### config.mk
export PLATFORM = sky130hd
export DESIGN_NAME = regfile_debug_ctrl_flat
export DESIGN_NICKNAME = d
export VERILOG_FILES = /design/src/rtl/regfile_debug_ctrl_if.sv /design/src/rtl/regfile_debug_ctrl.sv /design/src/flat_wrapper.sv
export SDC_FILE = /design/constraint.sdc
export NUM_CORES = 1
export LEC_CHECK = 0
export CAP_MARGIN = 15
export CORE_ASPECT_RATIO = 1.2
export CORE_MARGIN = 8
export CORE_UTILIZATION = 38
export CTS_CLUSTER_DIAMETER = 40
export DETAILED_ROUTE_END_ITERATION = 10
export PLACE_DENSITY_LB_ADDON = 0.05
export SYNTH_ARGS = -nofsm -noshare
export SYNTH_HDL_FRONTEND = slang
export SYNTH_SLANG_ARGS = --single-unit
### constraint.sdc
create_clock -name clk -period 4.85 [get_ports clk]
set_input_delay 0.97 -clock clk [delete_from_list [all_inputs] [get_ports clk]]
set_output_delay 0.97 -clock clk [all_outputs]
set_load 0.01 [all_outputs]
### src/rtl/regfile_debug_ctrl_if.sv
// Bundle of the command, response and RegFile debug-port signals around regfile_debug_ctrl.
// master is the controller's view; slave is the view of the front end plus RegFile.
interface regfile_debug_ctrl_if #(
  parameter int AW = 5,
  parameter int DW = 64
);
  logic          cmd_valid;
  logic          cmd_ready;
  logic [1:0]    cmd_op;
  logic [AW-1:0] cmd_addr;
  logic [DW-1:0] cmd_wdata;

  logic [AW-1:0] swaddr;
  logic [DW-1:0] swdata;
  logic          swena;
  logic [DW-1:0] dff;

  logic          rsp_valid;
  logic          rsp_ready;
  logic [AW-1:0] rsp_addr;
  logic [DW-1:0] rsp_data;

  // Both channels use valid/ready: a transfer happens on a rising edge where
  // valid and ready are both high; the sender keeps its payload stable while
  // valid is high and ready is low, and never withdraws valid before the transfer.
  modport master (
    input  cmd_valid, cmd_op, cmd_addr, cmd_wdata, dff, rsp_ready,
    output cmd_ready, swaddr, swdata, swena, rsp_valid, rsp_addr, rsp_data
  );

  modport slave (
    output cmd_valid, cmd_op, cmd_addr, cmd_wdata, dff, rsp_ready,
    input  cmd_ready, swaddr, swdata, swena, rsp_valid, rsp_addr, rsp_data
  );
endinterface

### src/rtl/regfile_debug_ctrl.sv
// Debug-port master for the RegFile: runs READ, WRITE, DUMP and CLEAR commands
// and returns read data over a valid/ready response channel.
module regfile_debug_ctrl #(
  parameter int NREGS = 32,
  parameter int AW    = 5,
  parameter int DW    = 64
) (
  input  logic                  clk,
  input  logic                  rst,
  regfile_debug_ctrl_if.master  bus,
  output logic                  busy,
  output logic                  done,
  output logic [2:0]            dbg_state
);

  typedef enum logic [2:0] {
    IDLE    = 3'd0,
    RD_ADDR = 3'd1,
    RD_CAP  = 3'd2,
    RESP    = 3'd3,
    WR      = 3'd4,
    CLR     = 3'd5
  } state_t;

  localparam logic [1:0]    OP_READ  = 2'b00;
  localparam logic [1:0]    OP_WRITE = 2'b01;
  localparam logic [1:0]    OP_DUMP  = 2'b10;
  localparam logic [1:0]    OP_CLEAR = 2'b11;
  localparam logic [AW-1:0] LAST     = AW'(NREGS - 1);

  state_t        state_q, state_d;
  logic [AW-1:0] swaddr_q, swaddr_d;
  logic [DW-1:0] swdata_q, swdata_d;
  logic          swena_q, swena_d;
  logic          rsp_valid_q, rsp_valid_d;
  logic [AW-1:0] rsp_addr_q, rsp_addr_d;
  logic [DW-1:0] rsp_data_q, rsp_data_d;
  logic          done_q, done_d;
  logic          dump_q, dump_d;
  logic          cmd_ready;

  // The done cycle keeps cmd_ready low, so there is always one idle cycle between commands.
  assign cmd_ready = (state_q == IDLE) && !done_q && !rst;

  always_comb begin
    state_d     = state_q;
    swaddr_d    = swaddr_q;
    swdata_d    = swdata_q;
    swena_d     = swena_q;
    rsp_valid_d = rsp_valid_q;
    rsp_addr_d  = rsp_addr_q;
    rsp_data_d  = rsp_data_q;
    done_d      = 1'b0;
    dump_d      = dump_q;
    case (state_q)
      IDLE: begin
        if (bus.cmd_valid && cmd_ready) begin
          case (bus.cmd_op)
            OP_READ: begin
              swaddr_d = bus.cmd_addr;
              dump_d   = 1'b0;
              state_d  = RD_ADDR;
            end
            OP_WRITE: begin
              swaddr_d = bus.cmd_addr;
              swdata_d = bus.cmd_wdata;
              swena_d  = 1'b1;
              state_d  = WR;
            end
            OP_DUMP: begin
              swaddr_d = '0;
              dump_d   = 1'b1;
              state_d  = RD_ADDR;
            end
            OP_CLEAR: begin
              swaddr_d = '0;
              swdata_d = '0;
              swena_d  = 1'b1;
              state_d  = CLR;
            end
            default: state_d = IDLE;
          endcase
        end
      end
      RD_ADDR: state_d = RD_CAP;
      RD_CAP: begin
        // dff is combinational on swaddr, so it has settled for a full cycle here.
        rsp_data_d  = bus.dff;
        rsp_addr_d  = swaddr_q;
        rsp_valid_d = 1'b1;
        state_d     = RESP;
      end
      RESP: begin
        if (bus.rsp_ready) begin
          rsp_valid_d = 1'b0;
          if (dump_q && (swaddr_q != LAST)) begin
            swaddr_d = swaddr_q + AW'(1);
            state_d  = RD_ADDR;
          end else begin
            done_d  = 1'b1;
            state_d = IDLE;
          end
        end
      end
      WR: begin
        swena_d = 1'b0;
        done_d  = 1'b1;
        state_d = IDLE;
      end
      CLR: begin
        if (swaddr_q == LAST) begin
          swena_d = 1'b0;
          done_d  = 1'b1;
          state_d = IDLE;
        end else begin
          swaddr_d = swaddr_q + AW'(1);
        end
      end
      default: state_d = IDLE;
    endcase
  end

  always_ff @(posedge clk or posedge rst) begin
    if (rst) begin
      state_q     <= IDLE;
      swaddr_q    <= '0;
      swdata_q    <= '0;
      swena_q     <= 1'b0;
      rsp_valid_q <= 1'b0;
      rsp_addr_q  <= '0;
      rsp_data_q  <= '0;
      done_q      <= 1'b0;
      dump_q      <= 1'b0;
    end else begin
      state_q     <= state_d;
      swaddr_q    <= swaddr_d;
      swdata_q    <= swdata_d;
      swena_q     <= swena_d;
      rsp_valid_q <= rsp_valid_d;
      rsp_addr_q  <= rsp_addr_d;
      rsp_data_q  <= rsp_data_d;
      done_q      <= done_d;
      dump_q      <= dump_d;
    end
  end

  assign bus.cmd_ready = cmd_ready;
  assign bus.swaddr    = swaddr_q;
  assign bus.swdata    = swdata_q;
  assign bus.swena     = swena_q;
  assign bus.rsp_valid = rsp_valid_q;
  assign bus.rsp_addr  = rsp_addr_q;
  assign bus.rsp_data  = rsp_data_q;
  assign busy          = (state_q != IDLE);
  assign done          = done_q;
  assign dbg_state     = state_q;

endmodule

### src/flat_wrapper.sv
// flat-port wrapper written by rule: the top's interface ports become plain ports
module regfile_debug_ctrl_flat 
#(
  parameter int NREGS = 32,
  parameter int AW    = 5,
  parameter int DW    = 64
)
  (clk, rst, busy, done, dbg_state, bus_cmd_valid, bus_cmd_op, bus_cmd_addr, bus_cmd_wdata, bus_dff, bus_rsp_ready, bus_cmd_ready, bus_swaddr, bus_swdata, bus_swena, bus_rsp_valid, bus_rsp_addr, bus_rsp_data);
  regfile_debug_ctrl_if #(.AW(AW), .DW(DW)) bus_i ();
  input  logic clk;
  input  logic rst;
  output logic busy;
  output logic done;
  output logic [2:0] dbg_state;
  input wire logic [$bits(bus_i.cmd_valid)-1:0] bus_cmd_valid;
  input wire logic [$bits(bus_i.cmd_op)-1:0] bus_cmd_op;
  input wire logic [$bits(bus_i.cmd_addr)-1:0] bus_cmd_addr;
  input wire logic [$bits(bus_i.cmd_wdata)-1:0] bus_cmd_wdata;
  input wire logic [$bits(bus_i.dff)-1:0] bus_dff;
  input wire logic [$bits(bus_i.rsp_ready)-1:0] bus_rsp_ready;
  output wire logic [$bits(bus_i.cmd_ready)-1:0] bus_cmd_ready;
  output wire logic [$bits(bus_i.swaddr)-1:0] bus_swaddr;
  output wire logic [$bits(bus_i.swdata)-1:0] bus_swdata;
  output wire logic [$bits(bus_i.swena)-1:0] bus_swena;
  output wire logic [$bits(bus_i.rsp_valid)-1:0] bus_rsp_valid;
  output wire logic [$bits(bus_i.rsp_addr)-1:0] bus_rsp_addr;
  output wire logic [$bits(bus_i.rsp_data)-1:0] bus_rsp_data;
  assign bus_i.cmd_valid = bus_cmd_valid;
  assign bus_i.cmd_op = bus_cmd_op;
  assign bus_i.cmd_addr = bus_cmd_addr;
  assign bus_i.cmd_wdata = bus_cmd_wdata;
  assign bus_i.dff = bus_dff;
  assign bus_i.rsp_ready = bus_rsp_ready;
  assign bus_cmd_ready = bus_i.cmd_ready;
  assign bus_swaddr = bus_i.swaddr;
  assign bus_swdata = bus_i.swdata;
  assign bus_swena = bus_i.swena;
  assign bus_rsp_valid = bus_i.rsp_valid;
  assign bus_rsp_addr = bus_i.rsp_addr;
  assign bus_rsp_data = bus_i.rsp_data;
  regfile_debug_ctrl #(.NREGS(NREGS), .AW(AW), .DW(DW)) u_core (.clk(clk), .rst(rst), .bus(bus_i), .busy(busy), .done(done), .dbg_state(dbg_state));
endmodule
# Yosys cells after proc, flatten, opt, wreduce, memory -nomap -nowiden

Index checks and enable logic that the tools add are counted.

Mux-type cells: 24
Reduce and logical (&&, ||, !) cells: 24
Add/subtract/negate cells: 1
Equal/unequal tests: 16

Operators with widths:

| operator                                                                 | count |
|---|---|
| 64-bit one-hot mux with 2 select lines                                   | 1 |
| 5-bit two-way mux                                                        | 4 |
| 3-bit one-hot mux with 5 select lines                                    | 1 |
| 5-bit one-hot mux with 3 select lines                                    | 1 |
| 5-bit one-hot mux with 2 select lines                                    | 1 |
| 3-bit two-way mux                                                        | 3 |
| 3-bit one-hot mux with 3 select lines                                    | 1 |
| 3-bit AND reduction                                                      | 3 |
| 3-bit nonzero test                                                       | 3 |
| 1-bit two-way mux                                                        | 8 |
| 2-bit inequality test (second input constant)                            | 4 |
| 2-bit OR reduction                                                       | 4 |
| 3-bit by 2-bit == test with 1-bit output (second input constant)         | 2 |
| 3-bit == test (second input constant)                                    | 2 |
| 1-bit one-hot mux with 3 select lines                                    | 2 |
| 2-bit nonzero test                                                       | 3 |
| 5-bit by 1-bit adder with 5-bit output (second input constant)           | 1 |
| 5-bit == test (second input constant)                                    | 1 |
| 5-bit inequality test (second input constant)                            | 1 |
| 5-bit AND reduction                                                      | 1 |
| 2-bit == test (second input constant)                                    | 2 |
| 1-bit logical AND                                                        | 4 |
| 2-bit by 1-bit inequality test with 1-bit output (second input constant) | 2 |
| 1-bit one-hot mux with 2 select lines                                    | 2 |
| 7 further kinds                                                          | 8 |

Flip-flop bits (word level): 145
Output and inout bits: 146

# Longest topological paths before layout

Gate-level depths: netlist of run 1.

Word-level depth: 6
Mapped depth: 7
Gate-level depth less buffers: 7

# Worst setup path before layout of run 1

OpenSTA, ideal clock, no wires.

Path kind: input to output
Start: in rst
End: out bus_cmd_ready
Arrival: 1.260 ns
Data required time: 3.880 ns
Cell stages on the path: 1
Setup slack: 2.620 ns
Path buffers: 0
Cell sequence: nor3_1

Cells in the longest elaborated chain, start to end: 2

RTL lines:

| element            | RTL line                 | text |
|---|---|---|
| start: declaration | flat_wrapper.sv:11       | `input logic rst;` |
| 1-bit logical NOT  | regfile_debug_ctrl.sv:43 | `assign cmd_ready = (state_q == IDLE) && !done_q && !rst;` |
| 1-bit logical AND  | regfile_debug_ctrl.sv:43 |  |
| end: declaration   | flat_wrapper.sv:21       | `output wire logic [$bits(bus_i.cmd_ready)-1:0] bus_cmd_ready;` |

Every way passes these cells.

# Worst setup path after layout of run 1

Ends and elaborated chain as after synthesis.

==> metrics.yaml, run 1 <==
via_per_inst: 4.65
synth_cell_types: 42
synthArstFlopShare: 1.00
max_freq_mhz: 315
layout.nets: 917
syn_nets: 638
netlist.area_leader.share: 0.568
clock_skew_ns: 0.00793
die_height_um: 158
synth_top_family_by_area: "multiplexers"
area_growth_pct: 55.4
numCtsBuffers: 17
clk_pin_slew_ns: 0.06
post-route-period-util: 0.654
antenna-diode-count: 0
syn_area_per_cell_um2: 12.8
vias: 4677
syn_inst: 497
reg2regPathDepth: 5
drive_gt1_frac: 0.152
required_ns: 3.88
synth_largest_area_cell: "dfrtp_1"
cts_tree: "yes"
netlist_top_cells_area: "dfrtp_1, mux2_4, nand2b_1"
synthAdderAreaFrac: 0.00392
core-area_mm2: 0.0167
synth_seq_cells: 145
end_kind: "primary output"
postCtsResizedCells: 0
static-leakage-power_nw: 4.30
cts-root-buf: "clkbuf_16"
hold_path_depth: 2
max_cap_viol_count: 0
drc: 0
drtPass1Iterations: 4
drt-wirelength-per-cell_um: 18.0
critPathLaunchType: "primary input"
muxShareOfSynthArea: 0.171
gp_congestion: 0.784
ir_drop_uv: 286
yosys.area_share.simple: 0.133
grt_first_pass_wirelength_um: 27700
htreeDepth: 4
dieWidth_um: 134
grt_max_degree: 79
power_density_mw_per_mm2: 612
cts_hold_buf: 0
ios: 285
clk_latency_ns: 0.41
hold_viol: 0
worst-path-max-fanout: 3
clockBufferDepth: 2
synth_xor_area_frac: 0
synth_ff_type: "dfrtp_1"
num_rows: 52
min_path_type: "register to register"
status: "completed"
crit_type: "primary input to primary output"
drtIter0Drc: 217
seq_area_frac_synth: 0.568
synth_edf_count: 0
die_area_mm2: 0.0212
rsz0062_at_grt: "no"
slew_violations: 0
crit_arrival_ns: 2.20
final_core_util: 0.596
grt_pass1_vias: 4978
initial_utilization: 0.383
finalSetupTns_ns: 0
yosys_warnings: 0
ant_nets: 0
slew_headroom: 0.384
min_period_ns: 3.17
routed_wl_um: 18100
synth-compound-area-share: 0.0764
grt_use_total: 0.168
antenna_found_initial: 0
clock-sinks: 145
post_cts_buffers: 0
syn_area_mm2: 0.00638
overflow: 0
setup_viol: 0
io_buffers: 284
dpl.hpwl_um: 13600
worst_pin_slew_ns: 0.924
==> worst paths after layout <==
path	startpoint	end	slack, ns
setup / recovery	rst	bus_cmd_ready	1.68
hold reg to reg	u_core.bus.swdata[34]	u_core.bus.swdata[34]	0.48
hold / removal	u_core.bus.swdata[34]	u_core.bus.swdata[34]	0.48
min in group asynchronous	rst	u_core.bus.swdata[38]	0.89
setup reg to reg	u_core.dbg_state[0]	u_core.bus.swdata[4]	2.33
max in group asynchronous	rst	u_core.bus.rsp_data[58]	3.06
==> layer usage <==
layer | global-route usage | wire [um]
met5 | 0 | 0
met3 | 0.0771 | 1790
met4 | 0.0637 | 341
met2 | 0.277 | 8900
met1 | 0.188 | 7040
==> sequential cells by signal, indices dropped and copies added (netlist names), 3 cells and up <==
| register | flops |
|---|---|
| u_core.bus.swdata | 64 |
| u_core.dbg_state | 3 |
| u_core.bus.rsp_data | 64 |
| u_core.bus.swaddr | 5 |
| u_core.bus.rsp_addr | 5 |
==> critical path, cell delays in order <==
cell,delay (ns)
clkdlybuf4s50_1,0.47
nor3_1,0.19
clkdlybuf4s50_1,0.57
==> synth_stat cells (3+ instances only) <==
master	number
a2bb2oi_1	3
buf_12	7
buf_2	7
buf_6	6
clkbuf_1	10
dfrtp_1	145
inv_1	4
mux2_4	70
mux2i_1	3
nand2_1	67
nand2b_1	66
nor2_1	3
nor2b_1	4
o21ai_0	66
==> placed cells by master (no fill, tap or decap), types with 3 or more instances in the layout <==
cell             instances
mux2i_1                  3
bufinv_16                4
clkbuf_16               17
dfrtp_1                145
clkdlybuf4s50_1        283
nand2b_1                66
inv_1                    3
o21ai_0                 66
nand2_1                 67
nor2_1                   3
buf_4                    5
mux2_4                  70
clkinvlp_4               6
nor2b_1                  4
a2bb2oi_1                3
==> kinds of logic (layout without fill, tap and decap cells) <==
logic type	after synthesis	in the layout
AOI/OAI and AO/OA	85	85
muxes	74	74
DFF	145	145
buffers and inverters	35	327
and+or+nand+nor	156	156
adders and majority gates	2	2
==> report_power, final <==
group	total [mW]	internal (mW)	switching, mW
Clock	1.38	0.874	0.504
Combinational	2.67	1.67	0.998
Sequential	2.02	1.70	0.317
==> per-stage QoR <==
step                setup slack, ns  hold WS (ns)  total power [mW]  std cells  instance area, um^2
finish                         1.68         0.475              6.07       1005                 9920
global route                   1.62         0.501              6.40       1005                 9920
CTS                            1.67         0.484              6.16       1004                 9900
detailed placement             1.43         0.471              4.74        972                 9270
global placement               1.52         0.462              4.68        972                 9270
floorplan                      2.06         0.496              3.49        497                 6390
==> cell type report <==
cell class / instances / area, um^2
Clock buffer: 19 / 443
Sequential cell: 145 / 3630
Timing Repair Buffer: 291 / 2920
Multi-Input combinational cell: 317 / 2460
Clock inverter: 13 / 185
Inverter: 4 / 18.8
Tap cell: 216 / 270
Fill cell: 1379 / 6730
(Power assumes the default switching activity.)
==> run 2, diff against run 1 <==
==> constraint.sdc (replaced) <==
create_clock -name clk -period 2.8 [get_ports clk]
set_input_delay 0.56 -clock clk [delete_from_list [all_inputs] [get_ports clk]]
set_output_delay 0.56 -clock clk [all_outputs]
set_load 0.01 [all_outputs]
==> metrics.yaml, run 2 (synthesized netlist as in run 1, its figures left out) <==
drtPass1Iterations: 4  # unchanged
power_mw: 10.5  # was 6.07 mW
status: "completed"  # unchanged
internal-power_mw: 7.38  # was 4.25 mW
post-route-period-util: 0.930
finalSetupTns_ns: 0  # unchanged
worst_pin_slew_ns: 0.691  # was 0.924 ns
worst-path-max-fanout: 8  # was 3
overflow: 0  # unchanged
cts_tree: "yes"  # unchanged
cp_num_buf_inv: 2  # unchanged
worstReg2RegEnd: "u_core.bus.swaddr[3]"  # was u_core.bus.swdata[4]
pwr-share-seq: 0.329  # was 0.333
grt_max_degree: 87  # was 79
crit_slowest_cell: "clkdlybuf4s50_1"  # unchanged
area_growth_pct: 56.0  # was 55.4%
r2r_slack_ns: 0.66  # was 2.33 ns
core-area_mm2: 0.0167  # unchanged
min_period_ns: 2.60
clk_pin_slew_ns: 0.06  # about the same
grt_pass1_vias: 5066  # was 4978
holdPathEnd: "u_core.bus.swdata[45]"  # was u_core.bus.swdata[34]
layout.nets: 921  # was 917
final_cell_area_mm2: 0.00996  # was 0.00992 mm^2
reg2regPathDepth: 7  # was 5
io_buffers: 284  # unchanged
gp_congestion: 0.777  # was 0.784
slew_violations: 0  # unchanged
pwr-share-clk: 0.225  # was 0.227
clockBufferDepth: 2  # unchanged
postCtsResizedCells: 0  # unchanged
grt_first_pass_wirelength_um: 28700  # was 27700 um
crit_chain: "nor3_4, inv_1, nor3_1, clkdlybuf4s50_1"  # was clkdlybuf4s50_1, nor3_1, clkdlybuf4s50_1
combinationalPowerShare: 0.446  # was 0.440
vias: 4643  # was 4677
p_sw_mw: 3.16  # was 1.82 mW
crit_arrival_ns: 2.04  # was 2.20 ns
max_cap_viol_count: 0  # unchanged
static-leakage-power_nw: 4.32  # was 4.30 nW
numCtsBuffers: 17  # unchanged
clock_skew_ns: 0.00665  # was 0.00793 ns
initial_utilization: 0.383  # unchanged
clock-sinks: 145  # unchanged
drc: 0  # unchanged
dpl.hpwl_um: 13600  # about the same
post_cts_buffers: 0  # unchanged
hold_viol: 0  # unchanged
die_area_mm2: 0.0212  # unchanged
drtIter0Drc: 233  # was 217
drt-wirelength-per-cell_um: 18.1  # was 18.0 um
antenna-diode-count: 0  # unchanged
rsz0062_at_grt: "no"  # unchanged
routed_wl_um: 18300  # was 18100 um
clk_latency_ns: 0.41  # about the same
cp_top_family: "buffers and inverters"  # unchanged
ir_drop_uv: 374  # was 286 uV
antenna_found_initial: 0  # unchanged
placed_area_mm2: 0.00934  # was 0.00927 mm^2
whs_ns: 0.480  # was 0.475 ns
power_density_mw_per_mm2: 1060  # was 612 mW/mm^2
cts-root-buf: "clkbuf_16"  # unchanged
ant_nets: 0  # unchanged
crit_type: "register to primary output"  # was primary input to primary output
required_ns: 2.24  # was 3.88 ns
cts_hold_buf: 0  # unchanged
die_height_um: 158  # unchanged
via_per_inst: 4.60  # was 4.65
switching_share: 0.300  # about the same
r2r_start: "u_core.bus.swaddr[0]"  # was u_core.dbg_state[0]
slew_headroom: 0.539  # was 0.384
num_rows: 52  # unchanged
crit_path_max_incr_delay_ns: 0.56  # was 0.57 ns
grt_use_total: 0.173  # was 0.168
dieWidth_um: 134  # unchanged
ios: 285  # unchanged
setup_viol: 0  # unchanged
min_from: "u_core.bus.swdata[45]"  # was u_core.bus.swdata[34]
layout_commonest_cell: "clkdlybuf4s50_1"  # unchanged
critPathLaunchType: "register"  # was primary input
layout_common_cells: "clkdlybuf4s50_1, dfrtp_1, mux2_4"  # unchanged
min_path_type: "register to register"  # unchanged
drive_gt1_frac: 0.155  # was 0.152
max_freq_mhz: 384
end_kind: "primary output"  # unchanged
htreeDepth: 4  # unchanged
hold_path_depth: 2  # unchanged
-- run 2: how the worst max path moves through the flow --
stage / from / endpoint / slack, ns / depth (start not counted)
floorplan: rst / u_core.bus.rsp_addr[0] / 0.42 / 1
global placement: rst / bus_cmd_ready / 0.43 / 3
detailed placement: rst / u_core.bus.swdata[22] / 0.41 / 6
CTS: u_core.dbg_state[2] / bus_cmd_ready / 0.14 / 4
global route: u_core.dbg_state[2] / bus_cmd_ready / 0.05 / 4
finish: u_core.dbg_state[2] / bus_cmd_ready / 0.20 / 4
-- run 2: worst reg2reg max path: cells and delay by family, from the launching register on --
kind | cells | cell delay, ns
AO/OA/AOI/OAI | 2 | 0.43
flip-flops | 1 | 0.47
adder cells (fa/ha/maj) | 2 | 0.48
AND/OR/NAND/NOR | 3 | 0.64
-- run 2: layer usage --
| layer | up-vias | share of wire | GRT usage |
|---|---|---|---|
| met5 | - | 0 | 0 |
| met4 | 0 | 0.019 | 0.0691 |
| met3 | 18 | 0.090 | 0.0746 |
| met2 | 172 | 0.48 | 0.285 |
| met1 | 2220 | 0.41 | 0.194 |
| li1 | 2233 | - | - |
-- run 2: power by group through the flow --
stage,logic (mW),clock network [mW],registers (mW)
after floorplan,2.21,0,3.83
after global placement,4.70,0,3.44
after detailed placement,4.75,0,3.50
after CTS,4.78,2.44,3.48
after global routing,5.02,2.54,3.58
final,4.70,2.37,3.47
-- run 2: cell type report --
cell class,instances,area (um^2)
well taps,216,270
fillers,1382,6700
clock buffers,19,433
inverters,4,18.8
repair buffers,295,2960
multi-input cells,317,2460
flip-flops and latches,145,3630
clock inverters,13,186
-- run 2: through the flow --
step / util / setup WS, ns / std cells
floorplan: - / 0.421 / 497
global placement: 0.561 / 0.432 / 977
detailed placement: 0.561 / 0.415 / 977
CTS: 0.598 / 0.138 / 1009
global route: 0.598 / 0.0496 / 1009
finish: 0.598 / 0.196 / 1009
==> run 3, diff against run 2 <==
--- a/config.mk
+++ b/config.mk
@@ -11,7 +11,8 @@
 export CORE_UTILIZATION = 38
 export CTS_CLUSTER_DIAMETER = 40
 export DETAILED_ROUTE_END_ITERATION = 10
-export PLACE_DENSITY_LB_ADDON = 0.05
+export PLACE_DENSITY = 0.77
+export RECOVER_POWER = 50
 export SYNTH_ARGS = -nofsm -noshare
 export SYNTH_HDL_FRONTEND = slang
 export SYNTH_SLANG_ARGS = --single-unit
==> metrics.yaml, run 3 (synthesized netlist as in run 1, its figures left out) <==
status: "finished with violations"  # was completed
violations: "max-capacitance violations, max-slew violations"
die_area_mm2: 0.0212  # unchanged
power_density_mw_per_mm2: 1070  # was 1060 mW/mm^2
dieWidth_um: 134  # unchanged
cts_tree: "yes"  # unchanged
postCtsResizedCells: 0  # unchanged
drt-wirelength-per-cell_um: 17.6  # was 18.1 um
crit_path_max_incr_delay_ns: 1.00  # was 0.56 ns
rsz0062_at_grt: "no"  # unchanged
grt_pass1_vias: 4903  # was 5066
final_core_util: 0.594  # was 0.598
overflow: 0  # unchanged
initial_utilization: 0.383  # unchanged
worst-path-max-fanout: 70  # was 8
die_height_um: 158  # unchanged
drive_gt1_frac: 0.147  # was 0.155
whs_ns: 0.477  # was 0.480 ns
drc: 0  # unchanged
end_kind: "register"  # was primary output
cp_num_buf_inv: 1  # was 2
grt_first_pass_wirelength_um: 27400  # was 28700 um
drtIter0Drc: 226  # was 233
cts_hold_buf: 0  # unchanged
top_layer: "met4"  # unchanged
clock_skew_ns: 0.0105  # was 0.00665 ns
routed_wl_um: 17600  # was 18300 um
area_growth_pct: 54.9  # was 56.0%
htreeDepth: 4  # unchanged
r2r_slack_ns: 0.21  # was 0.66 ns
holdPathEnd: "u_core.bus.swdata[3]"  # was u_core.bus.swdata[45]
path_common_cell: "nor2b_4"
gp_congestion: 0.779  # was 0.777
clockBufferDepth: 2  # unchanged
clock-sinks: 145  # unchanged
vias: 4668  # was 4643
antenna-diode-count: 0  # unchanged
min_period_ns: 2.59  # was 2.60 ns
ios: 285  # unchanged
wl_met2_um: 8380  # was 8860 um
max_cap_viol_count: 2  # was 0
antenna_found_initial: 0  # unchanged
slew_violations: 144  # was 0
fillCellCount: 1376  # was 1382
post_cts_buffers: 0  # unchanged
ant_nets: 0  # unchanged
numCtsBuffers: 17  # unchanged
layout_common_cells: "clkdlybuf4s50_1, dfrtp_1, mux2_4"  # unchanged
layout_commonest_cell: "clkdlybuf4s50_1"  # unchanged
max_freq_mhz: 387  # was 384 MHz
static-leakage-power_nw: 4.30  # was 4.32 nW
via_per_inst: 4.65  # was 4.60
clk_pin_slew_ns: 0.06  # about the same
hold_viol: 0  # unchanged
slew_headroom: -0.0654  # was 0.539
min_from: "u_core.bus.swdata[3]"  # was u_core.bus.swdata[45]
r2r_start: "u_core.dbg_state[1]"  # was u_core.bus.swaddr[0]
min_path_type: "register to register"  # unchanged
worst_pin_slew_ns: 1.60  # was 0.691 ns
setup_viol: 0  # unchanged
worstReg2RegEnd: "u_core.bus.rsp_data[28]"  # was u_core.bus.swaddr[3]
crit_slowest_cell: "clkbuf_4"  # was clkdlybuf4s50_1
drt-met1-wl_um: 7140  # was 7420 um
dpl.hpwl_um: 13100  # was 13600 um
wl_met3_um: 1790  # was 1650 um
grt_use_total: 0.166  # was 0.173
clk_latency_ns: 0.42  # was 0.41 ns
ir_drop_uv: 488  # was 374 uV
core-area_mm2: 0.0167  # unchanged
crit_arrival_ns: 2.88  # was 2.04 ns
crit_type: "register to register"  # was register to primary output
cp_top_family: "buffers and inverters"  # unchanged
cts-root-buf: "clkbuf_16"  # unchanged
grt_max_degree: 129  # was 87
post-route-period-util: 0.924  # was 0.930
critPathLaunchType: "register"  # unchanged
finalSetupTns_ns: 0  # unchanged
crit_chain: "nor2b_4, nor2b_4, clkbuf_4, mux2_4"  # was nor3_4, inv_1, nor3_1, clkdlybuf4s50_1
layout.nets: 916  # was 921
io_buffers: 284  # unchanged
drtPass1Iterations: 4  # unchanged
required_ns: 3.09  # was 2.24 ns
num_rows: 52  # unchanged
reg2regPathDepth: 4  # was 7
hold_path_depth: 2  # unchanged
-- run 3: cell count changes in the layout (fill, tap and decap cells not counted), moves of 3 or more --
cell and delta:
clkinvlp_4 -3, dlygate4sd3_1 +4, clkdlybuf4s50_1 -4, buf_12 -3, buf_4 -6
-- run 3: cell type report --
type,instances,area (um^2),share of cell area
Inverter,4,16.3,0.00164
Clock buffer,20,437,0.0441
Tap cell,216,270,0.0273
Timing Repair Buffer,290,2880,0.291
Clock inverter,12,205,0.0207
Sequential cell,145,3630,0.367
Multi-Input combinational cell,317,2460,0.248
-- run 3: power breakdown --
| part | switching [mW] | internal (mW) |
|---|---|---|
| clock | 0.893 | 1.59 |
| combinational | 1.73 | 2.94 |
| sequential | 0.512 | 2.95 |
-- run 3: layer usage --
layer | vias to the layer above | GRT usage
met3 | 22 | 0.0759
met5 | - | 0
met1 | 2223 | 0.195
met2 | 195 | 0.261
met4 | 0 | 0.0632
li1 | 2228 | -
-- run 3: how the worst max path moves through the flow --
stage	from	end	slack (ns)	depth (start not counted)
after floorplan	rst	u_core.bus.rsp_addr[0]	0.42	1
final	u_core.dbg_state[1]	u_core.bus.rsp_data[28]	0.21	4
after global placement	rst	bus_cmd_ready	0.42	3
after detailed placement	rst	bus_cmd_ready	0.45	3
after CTS	u_core.dbg_state[1]	bus_cmd_ready	0.16	4
after global routing	rst	u_core.bus.rsp_data[16]	0.04	3
-- run 3: tightest hold or removal path, stage by stage, from the launching register on --
cell and delay (ns):
dfrtp_1 0.34, nand2_1 0.04, o21ai_0 0.06
-- run 3: metrics by stage --
stage	area (um^2)	setup slack, ns	instances	total power, mW
floorplan	6390	0.421	497	6.04
finish	9890	0.213	1004	10.6
CTS	9950	0.162	1004	10.8
global placement	9310	0.422	972	8.11
global route	9890	0.0442	1004	11.2
detailed placement	9310	0.446	972	8.22
